`config.mk`:
```
export PLATFORM = sky130hd
export DESIGN_NAME = seq_add_sub_n
export DESIGN_NICKNAME = d
export VERILOG_FILES = /design/src/rtl/seq_add_sub_n.sv
export SDC_FILE = /design/constraint.sdc
export NUM_CORES = 1
export LEC_CHECK = 0
export CAP_MARGIN = 20
export CELL_PAD_IN_SITES_DETAIL_PLACEMENT = 1
export CELL_PAD_IN_SITES_GLOBAL_PLACEMENT = 1
export CORE_MARGIN = 2
export CORE_UTILIZATION = 38
export DETAILED_ROUTE_END_ITERATION = 6
export GPL_TIMING_DRIVEN = 0
export PLACE_DENSITY = 0.74
export SYNTH_ARGS = -nofsm -noshare
export SYNTH_HDL_FRONTEND = slang
export SYNTH_SLANG_ARGS = --single-unit
export TNS_END_PERCENT = 5
```
`constraint.sdc`:
```
create_clock -name i_clk -period 8.5 [get_ports i_clk]
set_clock_uncertainty 0.15 [all_clocks]
set_input_delay 1.7 -clock i_clk [delete_from_list [all_inputs] [get_ports i_clk]]
set_output_delay 1.7 -clock i_clk [all_outputs]
set_load 0.01 [all_outputs]
```
`src/rtl/seq_add_sub_n.sv`:
```
// Sliced ripple add/sub: SLICE bits per clock, LS slice first, carry held in a register.
// DONE pulses N+1 cycles after an accepted START; START is ignored while BUSY.
module seq_add_sub_n #(
  parameter int WIDTH = 32,
  parameter int SLICE = 8
) (
  input  logic             i_clk,
  input  logic             i_rst,
  input  logic             i_start,
  input  logic [WIDTH-1:0] i_a,
  input  logic [WIDTH-1:0] i_b,
  input  logic             i_sna,
  output logic             o_busy,
  output logic             o_done,
  output logic [WIDTH-1:0] o_y,
  output logic             o_co,
  output logic             o_ov,
  output logic             o_zf
);

  localparam int N    = WIDTH / SLICE;
  localparam int IDXW = (N > 1) ? $clog2(N) : 1;

  typedef enum logic {S_IDLE, S_RUN} state_t;

  state_t           r_state;
  logic [WIDTH-1:0] r_a;
  logic [WIDTH-1:0] r_b;
  logic [WIDTH-1:0] r_work;
  logic             r_c;
  logic [IDXW-1:0]  r_idx;

  int               w_base;
  logic [SLICE-1:0] w_a_sl;
  logic [SLICE-1:0] w_b_sl;
  logic [SLICE:0]   w_sum;
  logic             w_cmsb;
  logic             w_last;
  logic [WIDTH-1:0] w_final;

  always_comb begin
    w_base  = int'(r_idx) * SLICE;
    w_a_sl  = r_a[w_base +: SLICE];
    w_b_sl  = r_b[w_base +: SLICE];
    w_sum   = {1'b0, w_a_sl} + {1'b0, w_b_sl} + {{SLICE{1'b0}}, r_c};
    // Carry into the slice's top bit; only meaningful on the last slice (the word MSB).
    w_cmsb  = w_sum[SLICE-1] ^ w_a_sl[SLICE-1] ^ w_b_sl[SLICE-1];
    w_last  = (r_idx == IDXW'(N - 1));
    w_final = r_work;
    w_final[w_base +: SLICE] = w_sum[SLICE-1:0];
  end

  always_ff @(posedge i_clk) begin
    if (i_rst) begin
      r_state <= S_IDLE;
      r_a     <= '0;
      r_b     <= '0;
      r_work  <= '0;
      r_c     <= 1'b0;
      r_idx   <= '0;
      o_busy  <= 1'b0;
      o_done  <= 1'b0;
      o_y     <= '0;
      o_co    <= 1'b0;
      o_ov    <= 1'b0;
      o_zf    <= 1'b0;
    end else begin
      o_done <= 1'b0;
      case (r_state)
        S_IDLE: begin
          if (i_start) begin
            r_a     <= i_a;
            r_b     <= i_b ^ {WIDTH{i_sna}};
            r_c     <= i_sna;
            r_idx   <= '0;
            r_work  <= '0;
            o_busy  <= 1'b1;
            r_state <= S_RUN;
          end
        end
        S_RUN: begin
          r_work[w_base +: SLICE] <= w_sum[SLICE-1:0];
          r_c   <= w_sum[SLICE];
          r_idx <= r_idx + 1'b1;
          if (w_last) begin
            o_y     <= w_final;
            o_co    <= w_sum[SLICE];
            o_ov    <= w_cmsb ^ w_sum[SLICE];
            o_zf    <= (w_final == '0);
            o_done  <= 1'b1;
            o_busy  <= 1'b0;
            r_state <= S_IDLE;
          end
        end
        default: r_state <= S_IDLE;
      endcase
    end
  end

endmodule
```
; Word level (Yosys, flattened, before mapping)
; Cells that the tools add are included.
[op_classes]
addsub = 4
multipliers = 0
div = 0
magnitude_cmp = 0
n_eq_ne = 3
n_shift = 4
mux = 14
bitwise = 5
reduce_logical = 5
[op_table]
columns = cell, count
row1 = $pmux W32 S2, 1
row2 = $shiftx A32 B6 Y8, 2
row3 = $neg A5 Y33, 1
row4 = $shift A8 B33 Y32 const A, 1
row5 = $shiftx A8 B33 Y32, 1
row6 = $bwmux W32, 1
row7 = $logic_not A32 Y1, 1
row8 = $mux W32, 1
row9 = $xor A32 B32 Y32, 1
row10 = $add A8 B8 Y9, 1
row11 = $add A9 B1 Y9, 1
row12 = $mux W1, 6
row13 = $pmux W1 S2, 3
row14 = $reduce_and A2 Y1, 3
row15 = $pmux W2 S2, 1
row16 = $xor A1 B1 Y1, 3
row17 = $add A2 B1 Y2 const B, 1
row18 = $eq A2 B2 Y1 const B, 1
row19 = $mux W2, 1
row20 = $ne A2 B1 Y1 const B, 1
row21 = $ne A2 B2 Y1 const B, 1
row22 = $reduce_or A2 Y1, 1
row23 = $not A1 Y1, 1
[totals]
register_bits = 137
latch_bits = 0
ramBits = 0
romBits = 0
inputBits = 68
output_inout_bits = 37
word_cells = 47
memories = 0

; Logic depth before layout (Yosys ltp)
; Gate-level depths: netlist (run 1).
[logic_depth]
depth_word = 6
ltp_mapped = 11
depth_no_buf = 9

; Least setup slack after synthesis (run 1)
; OpenSTA, ideal clock, no wires.
[synth_timing]
path_type = flip-flop to flip-flop
startpoint = register r_idx[0]
endpoint = register o_zf
setup_ns = 0.087
arrival_ns = 3.679
t_required_ns = 8.263
setup_slack_ns = 4.584
stages_incl_launch_ff = 12
synth_period_minus_slack_ns = 3.916
cell_sequence = dfxtp_1 -> buf_2 -> buf_2 -> mux4_2 -> fa_1 -> fa_1 -> a211oi_2 -> nor4b_1 -> nor3_4 -> o22ai_2 -> or4_1 -> o31ai_1
[synth_between]
elab_chain_cells = 6
elab_cells_between_ends = 11
classes_between = add/sub (3) / eq/ne (1) / shift (4) / mux (1) / reduce/logical (2)
[synth_rtl]
columns = item, line_no
row1 = "start, declared", 31  ; logic [IDXW-1:0] r_idx;
row2 = "start signal, assigned", 84  ; r_idx <= r_idx + 1'b1;
row3 = "$shiftx A32 B6 Y8, on equally long branches", "43, 44"
row4 = $add A8 B8 Y9, 45  ; w_sum = {1'b0, w_a_sl} + {1'b0, w_b_sl} + {{SLICE{1'b0}}, r_c};
row5 = $add A9 B1 Y9, 45
row6 = $shiftx A8 B33 Y32, 50  ; w_final[w_base +: SLICE] = w_sum[SLICE-1:0];
row7 = $bwmux W32, 50
row8 = $logic_not A32 Y1, 89  ; o_zf <= (w_final == '0);
row9 = "end signal, assigned", 89
row10 = "end, declared", 18  ; output logic o_zf
; Several ways; a longest one is shown, not always the timed one.
; A chain may end at the register's enable or synchronous reset.

; Final worst setup path (run 1)
; Same ends and word-level chain as after synthesis.

==> results.sh, run 1 <==
export IMPL_ctsResizeCount=0
export IMPL_seq_area_sq_um=2740
export IMPL_top_level_ports=105
export IMPL_min_path_type="reg2reg"
export IMPL_initial_utilization_pct=38.8
export IMPL_net_switching_power_uw=456
export IMPL_syn_nets=819
export IMPL_fin_area_sq_um=8320
export IMPL_worstSkewPairLatency_ns=0.42
export IMPL_yosys_warnings=0
export IMPL_cts_buffers=17
export IMPL_endpoint_kind="register"
export IMPL_setup_viol=0
export IMPL_post_place_ws_ns=3.90
export IMPL_ys_flop_type="dfxtp_1"
export IMPL_cts_buffer_depth=2
export IMPL_io_buffer_count=102
export IMPL_antenna_cells=0
export IMPL_grt_pass1_vias=6427
export IMPL_power_uw=1700
export IMPL_hp_start="o_y[23]"
export IMPL_drv_slew=0
export IMPL_min_delay_worst_endpoint="o_y[23]"
export IMPL_viasPerCell=5.49
export IMPL_r2r_end="o_zf"
export IMPL_clockRootBuffer="clkbuf_16"
export IMPL_final_cell_mix="dfxtp_1, clkdlybuf4s50_1, nand2_1"
export IMPL_die_h_microns=134
export IMPL_cap_violations=0
export IMPL_synth_edf_count=0
export IMPL_holdPathStages=2
export IMPL_cp_arrival_ns=4.86
export IMPL_power_leakage_uw=0.00305
export IMPL_multiInputGateArea_sq_um=3370
export IMPL_rsz0062_at_grt="no"
export IMPL_drive_gt1_share_pct=7.13
export IMPL_drt_iter0_markers=342
export IMPL_fmax_mhz=214
export IMPL_rrSetupSlack_ns=3.82
export IMPL_crit_fanout=10
export IMPL_internal_power_uw=1240
export IMPL_worst_setup_path_start_kind="register"
export IMPL_avgSynthCellArea_sq_um=8.74
export IMPL_row_count=47
export IMPL_ys_seq_elements=137
export IMPL_route_detailed_drc=0
export IMPL_ir_drop_mv=0.140
export IMPL_grt_use_met2_pct=45.9
export IMPL_post_route_period_util_pct=55.0
export IMPL_htreeDepth=4
export IMPL_slew_headroom_pct=44.7
export IMPL_ys_top_cells_by_area="dfxtp_1, a21oi_1, mux4_2, nand2_1, xnor2_1"
export IMPL_status="finished clean"
export IMPL_setup_tns_final_ns=0
export IMPL_hold_viol=0
export IMPL_cellPowerDensity_nw_per_um2=204
export IMPL_synth_top_area_share_pct=42.7
export IMPL_timing_worst_setup_path_type="reg2reg"
export IMPL_grtUsageMet1_pct=27.7
export IMPL_nFillCells=1936
export IMPL_synth_area_sq_um=6430
export IMPL_swShare_pct=26.8
export IMPL_first_pass_iters=5
export IMPL_synthCells=736
export IMPL_tightest_slew_ns=0.818
export IMPL_critPathRequiredTime_ns=8.69
export IMPL_power_frac_comb_pct=15.5
export IMPL_detailed_place_area_sq_um=7730
export IMPL_ys_types=59
export IMPL_period_minus_slack_ns=4.68
export IMPL_grtUsageMet3_pct=4.08
export IMPL_wl_per_cell_microns=19.9
export IMPL_grt_max_degree=17
export IMPL_grt_first_pass_wirelength_mm=34.1
export IMPL_postCtsHoldBufs=0
export IMPL_die_w_microns=134
export IMPL_grt_busiest_layer="met2"
export IMPL_ant_nets=0
export IMPL_clk_pin_slew_ns=0.06
export IMPL_gp_congestion=0.949
export IMPL_grtUsageTotal_pct=24.6
export IMPL_reg2regPathDepth=11
export IMPL_clock_sinks=137
export IMPL_yosysTopAreaCell="dfxtp_1"
export IMPL_dpl_hpwl_mm=16.9
export IMPL_final_common_cell="dfxtp_1"
export IMPL_finalNetCount=940
export IMPL_cts_setup_buffers=0
export IMPL_p_seq_share_pct=40.2
export IMPL_p_clk_share_pct=44.3
export IMPL_routed_wl_mm=21.7
export IMPL_dp_cells=1058
export IMPL_overflow=0
export IMPL_area_delta_synth_final_pct=29.4
export IMPL_cts_tree="built"
export IMPL_regToRegStartpoint="r_idx[0]"
export IMPL_grt_antenna_before_repair=0
export IMPL_setup_ws_ns=3.82
export IMPL_dr_total_vias=5989
export IMPL_fp_dieArea_sq_um=18000
export IMPL_core_area_sq_um=16600
export IMPL_async_flop_share_pct=0
export IMPL_stdcell_count=1090
export IMPL_seq_area_frac_synth_pct=42.7
cell usage after synthesis, types with 2 or more instances:
master     count
a211o_1        2
a211oi_1      34
a21o_1         2
a21oi_1       79
a22o_1        22
a22oi_1        3
a2bb2oi_1      2
and2_1         3
and4bb_2       3
buf_1          4
buf_2          3
clkbuf_1      49
dfxtp_1      137
fa_1           2
ha_1          13
inv_1         27
mux2i_1        2
mux4_2        16
nand2_1       86
nand2b_1       3
nand3_1        3
nand3b_1       3
nand4_1        3
nand4b_1       2
nor2_1        76
nor2b_1       14
nor3_1        20
nor3b_1       11
nor4_1         2
o21a_1         3
o21ai_0       21
o21ai_1        7
o22ai_1       11
o32ai_1        2
or2_1          3
or2_2          2
or3_1          2
or3b_2         3
or4_1          3
xnor2_1       33
xor2_1         2
power groups by stage:
stage | logic [uW] | clock network [uW] | registers [uW]
floorplan | 162 | 0 | 690
global route | 284 | 785 | 686
CTS | 262 | 759 | 684
global placement | 251 | 0 | 696
detailed placement | 260 | 0 | 698
finish | 263 | 753 | 684
per-stage QoR:
stage          utilization [%]  hold WS [ns]
2_1_floorplan                -         0.283
3_3_place_gp              46.6         0.281
3_5_place_dp              46.6         0.292
4_1_cts                   50.2         0.302
5_1_grt                   50.2         0.325
6_report                  50.2         0.297
flip-flops by register name, indices dropped and copies added (netlist names):
signal and flops:
o_y 32, r_a 32, r_b 32, r_work 32, r_idx 2, o_busy 1, o_co 1, o_done 1
o_ov 1, o_zf 1, r_c 1, r_state 1
metal layers:
| metal | wire, microns | vias to the layer above |
|---|---|---|
| met1 | 9010 | 2971 |
| li1 | - | 2839 |
| met5 | 0 | - |
| met2 | 11400 | 144 |
| met3 | 706 | 35 |
| met4 | 599 | 0 |
worst max path at each step:
| stage | depth (start not counted) | start | slack (ns) | end |
|---|---|---|---|---|
| 4_1_cts | 11 | r_idx[0] | 3.86 | o_zf |
| 2_1_floorplan | 11 | r_idx[0] | 4.58 | o_zf |
| 3_3_place_gp | 11 | r_idx[0] | 4.04 | o_zf |
| 5_1_grt | 11 | r_idx[0] | 3.61 | o_zf |
| 3_5_place_dp | 11 | r_idx[0] | 3.90 | o_zf |
| 6_report | 11 | r_idx[0] | 3.82 | o_zf |
area by class of cell:
cell class	count	area share [%]
Clock buffer	20	5.37
Sequential cell	137	33.0
Inverter	28	1.26
Timing Repair Buffer	102	12.3
Buffer	56	2.57
Clock inverter	12	1.80
Tap cell	220	3.31
Multi-Input combinational cell	515	40.5
worst max-delay path: stages, from the launching register on:
cell	delay, ns
dfxtp_1	0.39
buf_2	0.28
buf_2	0.35
mux4_2	0.60
fa_1	0.46
fa_1	0.44
a211oi_2	0.41
nor4b_1	0.19
nor3_4	0.38
o22ai_2	0.15
or4_1	0.54
o31ai_1	0.24
cells by family (layout without fill, tap and decap cells):
family	count (synthesis)	count (layout)	synth area share, %
AND/OR/NAND/NOR	246	246	18.3
AO/OA/AOI/OAI	200	200	19.9
flip-flops	137	137	42.7
buffers and inverters	84	218	4.96
XOR/XNOR	36	36	5.12
multiplexers	18	18	5.92
adder cells (fa/ha/maj)	15	15	3.15
(Power assumes the default switching activity.)
==> run 2, diff against run 1 <==
--- a/config.mk
+++ b/config.mk
@@ -9,10 +9,10 @@
 export CELL_PAD_IN_SITES_DETAIL_PLACEMENT = 1
 export CELL_PAD_IN_SITES_GLOBAL_PLACEMENT = 1
 export CORE_MARGIN = 2
-export CORE_UTILIZATION = 38
+export CORE_UTILIZATION = 36
 export DETAILED_ROUTE_END_ITERATION = 6
 export GPL_TIMING_DRIVEN = 0
-export PLACE_DENSITY = 0.74
+export PLACE_DENSITY = 0.73
 export SYNTH_ARGS = -nofsm -noshare
 export SYNTH_HDL_FRONTEND = slang
 export SYNTH_SLANG_ARGS = --single-unit
==> constraint.sdc (replaced) <==
create_clock -name i_clk -period 4.1 [get_ports i_clk]
set_clock_uncertainty 0.15 [all_clocks]
set_input_delay 0.82 -clock i_clk [delete_from_list [all_inputs] [get_ports i_clk]]
set_output_delay 0.82 -clock i_clk [all_outputs]
set_load 0.01 [all_outputs]
==> run 2 against run 1 <==
Via count rose by 0.10%. Register-to-register slack worse by 3.6 ns. First-iteration DRC count fell by 6.7%. Final cell count is 0.64% higher. Non-clock buffer count rose by 1. Largest cell class unchanged. Worst setup slack lost 3.6 ns. Core utilization is 1.9 points lower. Wire length shrank 0.74%. Count of clock-buffer cells in the layout is 1 higher. Global-route usage down 0.63 points. Die area grew 5.4%. Sequential power up 110%.
==> results.sh, run 2 (synthesis gave the netlist of run 1 again) <==
export IMPL_status="finished clean"
export IMPL_worst_setup_path_start_kind="register"
export IMPL_power_frac_comb_pct=15.6
export IMPL_htreeDepth=4
export IMPL_min_path_type="reg2reg"
export IMPL_routed_wl_mm=21.5
export IMPL_p_seq_share_pct=39.9
export IMPL_reg2regPathDepth=10
export IMPL_cts_buffers=17
export IMPL_grt_max_degree=17
export IMPL_fin_area_sq_um=8380
export IMPL_hold_viol=0
export IMPL_worstSkewPairLatency_ns=0.43
export IMPL_dpl_hpwl_mm=16.6
export IMPL_rrSetupSlack_ns=0.23
export IMPL_route_detailed_drc=0
export IMPL_top_level_ports=105
export IMPL_crit_fanout=16
export IMPL_hp_start="o_y[15]"
export IMPL_internal_power_uw=2610
export IMPL_grt_antenna_before_repair=1
export IMPL_dp_cells=1063
export IMPL_first_pass_iters=5
export IMPL_clock_sinks=137
export IMPL_die_w_microns=138
export IMPL_regToRegStartpoint="r_idx[0]"
export IMPL_initial_utilization_pct=37.0
export IMPL_cts_buffer_depth=2
export IMPL_core_area_sq_um=17400
export IMPL_power_leakage_uw=0.00306
export IMPL_viasPerCell=5.46
export IMPL_clockRootBuffer="clkbuf_16"
export IMPL_gp_congestion=0.962
export IMPL_grt_pass1_vias=6408
export IMPL_finalNetCount=941
export IMPL_io_buffer_count=102
export IMPL_setup_viol=0
export IMPL_p_clk_share_pct=44.5
export IMPL_dr_total_vias=5995
export IMPL_utilization_pct=48.3
export IMPL_holdPathStages=2
export IMPL_clk_pin_slew_ns=0.06
export IMPL_stdcell_count=1097
export IMPL_detailed_place_area_sq_um=7730
export IMPL_drt_iter0_markers=319
export IMPL_cp_arrival_ns=4.06
export IMPL_endpoint_kind="register"
export IMPL_fp_dieArea_sq_um=18900
export IMPL_postCtsHoldBufs=0
export IMPL_rsz0062_at_grt="no"
export IMPL_critPathRequiredTime_ns=4.29
export IMPL_ant_nets=0
export IMPL_cts_tree="built"
export IMPL_final_common_cell="dfxtp_1"
export IMPL_r2r_end="o_zf"
export IMPL_grt_first_pass_wirelength_mm=34.0
export IMPL_final_cell_mix="dfxtp_1, clkdlybuf4s50_1, nand2_1"
export IMPL_die_h_microns=138
export IMPL_grtUsageTotal_pct=24.0
export IMPL_tightest_slew_ns=0.759
export IMPL_area_delta_synth_final_pct=30.4
export IMPL_drv_slew=0
export IMPL_drive_gt1_share_pct=7.81
export IMPL_fmax_mhz=259
export IMPL_ir_drop_mv=0.301
export IMPL_slew_headroom_pct=48.7
export IMPL_overflow=0
export IMPL_row_count=48
export IMPL_setup_tns_final_ns=0
export IMPL_cellPowerDensity_nw_per_um2=424
export IMPL_timing_worst_setup_path_type="reg2reg"
export IMPL_cap_violations=0
export IMPL_fin_hold_ws_ns=0.292
export IMPL_wl_per_cell_microns=19.6
export IMPL_post_route_period_util_pct=94.3
export IMPL_net_switching_power_uw=947
export IMPL_min_delay_worst_endpoint="o_y[15]"
export IMPL_swShare_pct=26.7
export IMPL_period_minus_slack_ns=3.87
## run 2: layer usage
layer  share of wire (%)  track usage (%)  wire, microns  up-vias
li1                    -                -              -     2840
met5                   0                0              0        -
met3                 4.7             5.15           1000       51
met1                  41             27.6           8860     2913
met2                  50             42.2          10800      191
met4                 3.8             11.4            820        0
## run 2: per-stage QoR
| stage | setup slack (ns) | total power [uW] |
|---|---|---|
| 6_report | 0.233 | 3550 |
| 5_1_grt | 0.0749 | 3690 |
| 4_1_cts | 0.0406 | 3570 |
| 3_5_place_dp | -0.407 | 1980 |
| 3_3_place_gp | -0.332 | 1960 |
| 2_1_floorplan | 0.184 | 1770 |
## run 2: critical path, stage by stage (launching register included)
cell,delay [ns]
dfxtp_2,0.37
buf_6,0.21
mux4_2,0.57
fa_1,0.45
fa_2,0.40
a211oi_4,0.22
nor4b_1,0.13
nor3_4,0.30
o22ai_2,0.15
or4_1,0.56
o31ai_1,0.26
## run 2: how the worst max path moves through the flow
| stage | from | end | slack [ns] | cells after the start |
|---|---|---|---|---|
| 6_report | r_idx[0] | o_zf | 0.23 | 10 |
| 5_1_grt | r_idx[0] | o_zf | 0.07 | 10 |
| 4_1_cts | r_idx[0] | o_zf | 0.04 | 11 |
| 3_5_place_dp | r_idx[0] | o_zf | -0.41 | 11 |
| 3_3_place_gp | r_idx[0] | o_zf | -0.33 | 11 |
| 2_1_floorplan | r_idx[0] | o_zf | 0.18 | 11 |
## run 2: power by group through the flow
stage          Sequential (uW)  Combinational [uW]  Clock [uW]
2_1_floorplan             1430                 336           0
3_3_place_gp              1440                 518           0
3_5_place_dp              1450                 538           0
4_1_cts                   1420                 552        1600
5_1_grt                   1420                 601        1660
6_report                  1420                 554        1580
## run 2: area by class of cell
type / instances / area (sq um)
sequential: 137 / 2740
clock inverter: 11 / 146
buffer: 55 / 224
clock buffer: 21 / 460
tap: 225 / 282
timing repair buffer: 104 / 1040
inverter: 28 / 105
multi-input combinational: 515 / 3380
antenna: 1 / 2.50
fill: 2009 / 8970
## run 2: timing repair
action	CTS	global route
pin swaps	2	1
buffers inserted	2	0
gates resized for setup	8	5
endpoints found under the hold margin	0	0
endpoints found under the setup margin	6	1
